[src/rtl/uart_tx_msg_arbiter.sv]
// uart_tx_msg_arbiter
// Lets NUM_SRC byte-stream sources share one UART tx FIFO write port.
// Arbitration is round-robin per message: a granted source keeps the port
// until its last byte is written. Each message can be framed with a header
// byte {HDR_TAG, source id} and a trailer byte (payload byte count mod 256).
// Port outputs are decoded combinationally from the registered state, so the
// FIFO write strobe can follow tx_fifo_full within the same cycle.

module uart_tx_msg_arbiter #(
    parameter int         NUM_SRC = 4,
    parameter bit         HDR_EN  = 1'b1,
    parameter bit         TRL_EN  = 1'b1,
    parameter logic [3:0] HDR_TAG = 4'hA
) (
    input  logic                 clk_tx,
    input  logic                 rst_clk_tx_n,
    input  logic [NUM_SRC-1:0]   src_valid,
    input  logic [8*NUM_SRC-1:0] src_data,
    input  logic [NUM_SRC-1:0]   src_last,
    output logic [NUM_SRC-1:0]   src_ready,
    output logic [7:0]           tx_din,
    output logic                 write_en,
    input  logic                 tx_fifo_full,
    output logic                 busy,
    output logic [3:0]           cur_src
);

    localparam int GW = (NUM_SRC > 1) ? $clog2(NUM_SRC) : 1;

    typedef enum logic [1:0] {
        IDLE,
        HDR,
        DATA,
        TRL
    } state_t;

    state_t        state;
    logic [GW-1:0] gnt;
    logic [GW-1:0] rr_ptr;
    logic [7:0]    cnt;

    logic [GW-1:0] pick;
    logic          pick_found;
    logic [7:0]    gnt_data;
    logic          gnt_valid;
    logic          gnt_last;
    logic [3:0]    gnt_id;

    assign gnt_id  = 4'(gnt);
    assign busy    = (state != IDLE);
    assign cur_src = busy ? gnt_id : 4'd0;

    // Route the granted source's valid/last/data lanes to single signals.
    // NOTE: every signal written in an always_comb gets a default first, so no
    // path can leave it unassigned and infer a latch.
    always_comb begin
        gnt_data  = '0;
        gnt_valid = 1'b0;
        gnt_last  = 1'b0;
        for (int i = 0; i < NUM_SRC; i++) begin
            if (gnt == GW'(i)) begin
                gnt_data  = src_data[8*i +: 8];
                gnt_valid = src_valid[i];
                gnt_last  = src_last[i];
            end
        end
    end

    // Round-robin pick: first requester above rr_ptr, then wrap to 0..rr_ptr.
    always_comb begin
        pick       = '0;
        pick_found = 1'b0;
        for (int i = 0; i < NUM_SRC; i++) begin
            if (!pick_found && src_valid[i] && (GW'(i) > rr_ptr)) begin
                pick       = GW'(i);
                pick_found = 1'b1;
            end
        end
        for (int i = 0; i < NUM_SRC; i++) begin
            if (!pick_found && src_valid[i] && (GW'(i) <= rr_ptr)) begin
                pick       = GW'(i);
                pick_found = 1'b1;
            end
        end
    end

    // FIFO write port and source handshake, decoded from the current state.
    always_comb begin
        src_ready = '0;
        write_en  = 1'b0;
        tx_din    = 8'h00;
        case (state)
            HDR: begin
                tx_din   = {HDR_TAG, gnt_id};
                write_en = ~tx_fifo_full;
            end
            DATA: begin
                tx_din   = gnt_data;
                write_en = gnt_valid & ~tx_fifo_full;
                for (int i = 0; i < NUM_SRC; i++) begin
                    src_ready[i] = (gnt == GW'(i)) & ~tx_fifo_full;
                end
            end
            TRL: begin
                tx_din   = cnt;
                write_en = ~tx_fifo_full;
            end
            default: begin
            end
        endcase
    end

    // Message sequencer: grant, header, payload, trailer, back to idle.
    // NOTE: clocked state uses non-blocking assignments so every register
    // updates from the values present before the edge.
    always_ff @(posedge clk_tx or negedge rst_clk_tx_n) begin
        if (!rst_clk_tx_n) begin
            state  <= IDLE;
            gnt    <= '0;
            rr_ptr <= GW'(NUM_SRC - 1);
            cnt    <= 8'h00;
        end else begin
            case (state)
                IDLE: begin
                    if (|src_valid) begin
                        gnt <= pick;
                        cnt <= 8'h00;
                        if (HDR_EN) state <= HDR;
                        else        state <= DATA;
                    end
                end
                HDR: begin
                    if (!tx_fifo_full) state <= DATA;
                end
                DATA: begin
                    if (gnt_valid && !tx_fifo_full) begin
                        cnt <= cnt + 8'd1;
                        if (gnt_last) begin
                            rr_ptr <= gnt;
                            if (TRL_EN) state <= TRL;
                            else        state <= IDLE;
                        end
                    end
                end
                TRL: begin
                    if (!tx_fifo_full) state <= IDLE;
                end
                default: state <= IDLE;
            endcase
        end
    end

endmodule

[config.mk]
export PLATFORM = sky130hd
export DESIGN_NAME = uart_tx_msg_arbiter
export DESIGN_NICKNAME = d
export VERILOG_FILES = /design/src/rtl/uart_tx_msg_arbiter.sv
export SDC_FILE = /design/constraint.sdc
export NUM_CORES = 1
export LEC_CHECK = 0
export BUFFER_PORTS_ARGS = -buffer_cell sky130_fd_sc_hd__clkbuf_2
export CORE_MARGIN = 1.5
export CORE_UTILIZATION = 35
export DETAILED_ROUTE_END_ITERATION = 8
export GPL_ROUTABILITY_DRIVEN = 0
export SLEW_MARGIN = 30
export SYNTH_ARGS = -nofsm -noshare
export SYNTH_HDL_FRONTEND = slang
export SYNTH_SLANG_ARGS = --single-unit
[constraint.sdc]
create_clock -name clk_tx -period 2.9 [get_ports clk_tx]
set_clock_uncertainty 0.1 [all_clocks]
set_input_delay 0.58 -clock clk_tx [delete_from_list [all_inputs] [get_ports clk_tx]]
set_output_delay 0.58 -clock clk_tx [all_outputs]
set_load 0.01 [all_outputs]
==> impl_metrics.csv, run 1 <==
group,metric,value,unit
detailed_routing,vias_per_cell,5.241,
global_route,antenna_found_initial,0,
pwr,p_comb_share,64.0,%
clocking,cts_sinks,14,
yosys,synthTopCellsByCount,"nor2_1 (23), dfrtp_1 (12), nand2_1 (10)",
layout,layout.nets,260,
detailed_routing,drtIter0Drc,26,
yosys,ys_seq_elements,14,
pwr,power.density,883.9,nW/um^2
detailed_routing,routed_wl,3.618,mm
layout,syn_to_final_growth,24.51,%
sta,final-setup-viol-count,0,
detailed_routing,drc,0,
worst_setup_path,startpoint_type,"flip-flop",
sta,finalMaxSlewViolations,0,
layout,drive_above_1_share,43.13,%
floorplanning,num_rows,23,
yosys,synth_cells,154,
pwr,leakage,0.0008531,uW
pwr,clockPowerShare,12.4,%
worst_setup_path,crit_chain,"buf_4 > mux2i_2 > o22ai_4 > a21oi_1 > nor2_1 > clkbuf_2",
yosys,synthAdderAreaFrac,4.299,%
worst_setup_path,max_stage_delay,560,ps
clocking,cts_tree,"yes",
detailed_routing,wl_per_cell,13.86,um
sta,period_needed,2607,ps
worst_setup_path,worstPathMaxFanout,10,
yosys,synth_top_area_share,20.64,%
run_status,status,"finished, final reports clean",
floorplanning,pin_count,61,
min_path,min_path_type,"in2async",
yosys,synth_ff_type,"dfrtp_1",
clocking,cts_buffer_depth,2,
sta,grt_setup_unrepaired,"false",
clocking,cts_setup_buffers,0,
clocking,htree_levels,1,
yosys,synth_most_common_cell,"nor2_1",
layout,final_area,1812,sq um
pwr,p_seq_share,23.5,%
worst_setup_path,cp_slowest_cell,"dfrtp_2",
worst_setup_path,rrSetupSlack,790,ps
layout,fill_cells,365,
sta,fin_tns_setup,0,ps
floorplanning,die_h,67.48,um
floorplanning,core_area,4000,sq um
sta,slew_headroom,63.77,%
pwr,internal-power,848.0,uW
worst_setup_path,critPathCaptureType,"output pin",
yosys,synth.avg_cell_area,9.449,sq um
pwr,ir_drop,0.0003037,V
worst_setup_path,arrival,1930,ps
yosys,synthSimpleGateAreaFrac,21.84,%
worst_setup_path,cp_data_required_time,2220,ps
global_route,grt_pass1_wl,5.906,mm
sta,worst_pin_slew,543.4,ps
layout,n_antenna_cell,0,
placed_design,dpl_cell_area,1755,sq um
worst_setup_path,critical_path_class,"reg2out",
yosys,synthMuxAreaShare,21.32,%
global_route,grt_pass1_vias,1250,
global_route,grt_max_degree,16,
sta,max_freq,383.5,MHz
placed_design,post-dp-hpwl,2.943,mm
floorplanning,die_w,67.48,um
yosys,yosys.area_share.xor_xnor,0.6019,%
sta,hold_viol,0,
yosys,ys_seq_area_share,24.25,%
flow_run,maxCapViolCount,0,
yosys,yosys_warnings,0,
global_route,overflow,0,
yosys,synth_area,1455,sq um
clocking,cts_root_buf,"clkbuf_8",
yosys,synthTopCellsByArea,"dfrtp_1 (21%), mux4_2 (12%), nor2_1 (5.9%)",
clocking,path_clk_slew,70,ps
yosys,async_flop_share,100.0,%
detailed_routing,first_pass_iters,5,
sta,fin_crit_sh,89.91,%
yosys,synth_top_family_by_area,"simple AND/OR/NAND/NOR gates",
floorplanning,start_util,36.38,%
clocking,numCtsBuffers,3,
floorplanning,dieArea,4554,sq um
yosys,synth_edf_count,0,
pwr,switching_share,47.05,%
clocking,clkLatencyLatePin,250,ps
global_route,grt_use_total,16.88,%
detailed_routing,vias,1368,
placed_design,portBuffers,58,
yosys,yosysTopAreaCell,"dfrtp_1",
detailed_routing,drtAntennaViolNets,0,
yosys,yosysUniqueCellTypes,46,
yosys,synth_compound_area_share,19.43,%
pwr,p_sw,753.4,uW
==> worst max-delay path, delay by kind of cell, from the launching register on <==
| family | cells | cell delay (ps) |
|---|---|---|
| buf+inv | 2 | 350 |
| simple gates | 1 | 50 |
| flops | 1 | 560 |
| compound gates | 2 | 370 |
| mux | 1 | 340 |
==> power by group through the flow <==
stage	registers, uW	clock network (uW)	logic (uW)
2_1_floorplan	312	0	828
3_3_place_gp	378	0	1020
3_5_place_dp	381	0	1020
4_1_cts	376	203	1030
5_1_grt	396	210	1140
6_report	377	199	1030
==> timing repair <==
item,in CTS,in global routing
gates resized for setup,0,1
endpoints found under the setup margin,0,1
hold buffers,0,0
==> state kept, by name, indices dropped and copies added, names as in the netlist <==
register / count
rr_ptr: 2
gnt: 2
state: 2
cnt: 8
==> path summary, 6_finish.rpt <==
path | from | to | cells after the start
max in group asynchronous | rst_clk_tx_n | rr_ptr[0]$_DFFE_PN1P_ | 1
setup reg to reg | state[0]$_DFFE_PN0P_ | cnt[4]$_DFFE_PN0P_ | 7
hold reg to reg | cnt[2]$_DFFE_PN0P_ | cnt[2]$_DFFE_PN0P_ | 1
hold / removal | rst_clk_tx_n | state[1]$_DFFE_PN0P_ | 1
setup / recovery | gnt[0]$_DFFE_PN0P_ | write_en | 6
min in group clk_tx | cnt[2]$_DFFE_PN0P_ | cnt[2]$_DFFE_PN0P_ | 1
==> logic make-up (layout without fill, tap and decap cells) <==
kind of cell / after synthesis / in the layout
compound gates: 34 / 34
xor+xnor: 1 / 1
fa+ha+maj: 5 / 5
buf+inv: 18 / 74
flops: 14 / 14
mux: 20 / 20
other cells: 1 / 2
simple gates: 61 / 61
==> metrics by stage <==
stage                     setup WS [ps]  utilization, %  power (uW)  hold slack, ps  cells
after floorplan                   822.6               -        1140           184.4    155
after global placement            412.6           43.88        1396           420.8    257
after global routing              131.7           45.29        1741           163.9    261
after detailed placement          383.3           43.88        1406           425.6    257
final                             292.5           45.29        1601           138.2    261
after CTS                         101.3           45.26        1609           149.2    261
==> cells in the final DEF, fill, tap and decap left out, types with 3 or more instances in the layout <==
master and count:
a21oi_1 8, mux4_2 8, a22oi_1 4, nor2_1 23, nand3_1 7, nand4_1 3
clkbuf_8 4, clkbuf_2 58, ha_1 5, dfrtp_1 11, inv_1 8, mux2i_1 8
nand2_1 10, nand2b_1 6, o21ai_0 4, buf_4 4
==> area by class of cell <==
cell class | count | area [sq um] | area share [%]
Multi-Input combinational cell | 123 | 989.7 | 54.63
Sequential cell | 14 | 354.1 | 19.54
Timing Repair Buffer | 62 | 320.3 | 17.68
Tap cell | 50 | 62.56 | 3.453
Clock buffer | 4 | 55.05 | 3.039
Inverter | 8 | 30.03 | 1.657
==> metal layers <==
metal	wire, um	global-route usage (%)	part of all wire, %	vias up
li1	-	-	-	688
met2	1564	25.61	43	61
met3	183	1.667	5.1	0
met5	0	0	0	-
met1	1870	25.96	52	619
met4	0	3.061	0	0
Power figures use the tool's default switching activity.
==> run 2, diff against run 1 <==
--- a/config.mk
+++ b/config.mk
@@ -10,6 +10,7 @@
 export CORE_UTILIZATION = 35
 export DETAILED_ROUTE_END_ITERATION = 8
 export GPL_ROUTABILITY_DRIVEN = 0
+export MAX_ROUTING_LAYER = met4
 export SLEW_MARGIN = 30
 export SYNTH_ARGS = -nofsm -noshare
 export SYNTH_HDL_FRONTEND = slang
==> constraint.sdc (replaced) <==
create_clock -name clk_tx -period 2.9 [get_ports clk_tx]
set_clock_uncertainty 0.1 [all_clocks]
set_input_delay 0.58 -clock clk_tx [delete_from_list [all_inputs] [get_ports clk_tx]]
set_output_delay 0.58 -clock clk_tx [all_outputs]
set_load 0.05 [all_outputs]
==> run 2 against run 1 <==
Effect of this change:
- register-to-register slack worse by 180 ps
- non-clock buffer count increased by 1
- sequential cell count is the same
- clock-buffer cell count is the same
- critical path depth stayed put
- power grew 19%
- die area stayed put
- setup slack got worse by 99 ps
- fmax shrank 3.6%
- global-route usage grew 0.90 points
- final cell count rose by 0.38%
- critical path type unchanged
- largest cell class unchanged
==> impl_metrics.csv, run 2 (same netlist as run 1, synthesis figures left out) <==
group,metric,value,unit
global_route,grt_pass1_wl,5.892,mm
global_route,grt_pass1_vias,1272,
clocking,cts_sinks,14,
detailed_routing,drc,0,
detailed_routing,vias_per_cell,5.450,
clocking,cts_tree,"yes",
detailed_routing,vias,1428,
floorplanning,die_w,67.48,um
floorplanning,dieArea,4554,sq um
placed_design,post-dp-hpwl,3.021,mm
detailed_routing,routed_wl,3.749,mm
floorplanning,die_h,67.48,um
sta,slew_headroom,62.44,%
worst_setup_path,arrival,2030,ps
sta,final-setup-viol-count,0,
layout,regMostFlops,"cnt",
min_path,min_path_type,"in2async",
clocking,clkLatencyLatePin,250,ps
worst_setup_path,startpoint,"gnt[0]$_DFFE_PN0P_",
worst_setup_path,cp_data_required_time,2220,ps
global_route,antenna_found_initial,0,
layout,fin_cells,262,
layout,syn_to_final_growth,24.51,%
sta,max_freq,369.5,MHz
worst_setup_path,r2r_start,"state[1]$_DFFE_PN0P_",
detailed_routing,first_pass_iters,4,
clocking,numCtsBuffers,3,
clocking,holdBufCountCts,0,
detailed_routing,drtIter0Drc,60,
global_route,overflow,0,
flow_run,maxCapViolCount,0,
floorplanning,start_util,36.38,%
placed_design,dpl_cell_area,1763,sq um
sta,worst_pin_slew,563.5,ps
sta,hold_viol,0,
sta,period_needed,2706,ps
worst_setup_path,crit_chain,"buf_4 > mux2i_2 > o22ai_4 > a21oi_1 > nor2_1 > clkbuf_2",
sta,grt_setup_unrepaired,"false",
placed_design,place_inst,258,
worst_setup_path,critical_path_class,"reg2out",
layout,final_common_cell,"clkbuf_2",
clocking,cts_root_buf,"clkbuf_8",
floorplanning,pin_count,61,
run_status,status,"finished, final reports clean",
worst_setup_path,max_stage_delay,530,ps
layout,final_area,1812,sq um
worst_setup_path,worstPathMaxFanout,9,
global_route,grt_use_total,17.78,%
detailed_routing,wl_per_cell,14.31,um
worst_setup_path,cp_slowest_cell,"dfrtp_4",
layout,fill_cells,386,
clocking,htree_levels,1,
pwr,power.density,1054,nW/um^2
global_route,grt_max_degree,16,
pwr,ir_drop,0.0006552,V
sta,fin_tns_setup,0,ps
detailed_routing,drtAntennaViolNets,0,
pwr,leakage,0.0008523,uW
worst_setup_path,critPathCaptureType,"output pin",
sta,finalMaxSlewViolations,0,
floorplanning,num_rows,23,
sta,fin_crit_sh,93.31,%
worst_setup_path,startpoint_type,"flip-flop",
clocking,path_clk_slew,60,ps
layout,drive_above_1_share,42.92,%
clocking,cts_buffer_depth,2,
layout,largest_reg_flops,8,
layout,layout.nets,261,
layout,final_cell_mix,"clkbuf_2 (58), nor2_1 (23), dfrtp_1 (11)",
layout,n_antenna_cell,0,
floorplanning,core_area,4000,sq um
placed_design,portBuffers,58,
run 2: metal layers:
metal / routed length, um / vias up / global-route usage (%)
met5: 0 / - / -
met4: 44 / 0 / 6.122
met3: 263 / 4 / 1.500
met2: 1660 / 65 / 26.59
met1: 1780 / 675 / 25.21
li1: - / 684 / -
run 2: worst max-delay path: cells and delay by family (launching register included):
kind                   cells  cell delay [ps]
and+or+nand+nor            1               50
DFF                        1              530
muxes                      1              340
AOI/OAI and AO/OA          2              370
buffers and inverters      2              480
run 2: per-stage QoR:
stage	hold slack (ps)	power (uW)	util, %	worst slack [ps]
6_report	125.7	1910	45.29	193.9
5_1_grt	154.0	2048	45.29	49.11
4_1_cts	138.7	1919	45.23	137.1
3_5_place_dp	415.4	1739	44.07	225.6
3_3_place_gp	420.4	1723	44.07	305.5
2_1_floorplan	184.4	1459	-	336.0
run 2: path summary, 6_finish.rpt:
path,endpoint,slack [ps],depth (start not counted)
max,write_en,190,6
min,cnt[4]$_DFFE_PN0P_,130,1
max reg2reg,cnt[4]$_DFFE_PN0P_,610,6
min reg2reg,cnt[2]$_DFFE_PN0P_,490,1
max in group asynchronous,rr_ptr[0]$_DFFE_PN1P_,2260,1
min in group clk_tx,cnt[2]$_DFFE_PN0P_,490,1
run 2: timing repair:
item	CTS	global route
pin swaps	0	0
setup buffers	0	0
resized for setup	1	1
endpoints found under the setup margin	1	1
run 2: cell type report:
cell class	count	area, sq um	area share [%]
multi-input combinational	123	989.7	54.63
timing repair buffer	63	327.8	18.09
inverter	8	30.03	1.657
clock buffer	4	45.04	2.486
sequential	14	356.6	19.68
tap	50	62.56	3.453
run 2: power breakdown:
group          internal [uW]  switching, uW  leakage (uW)
Combinational            474            899      0.000652
Clock                   97.5           75.1     0.0000228
Sequential               265           99.6      0.000178
Total                    836           1070      0.000852
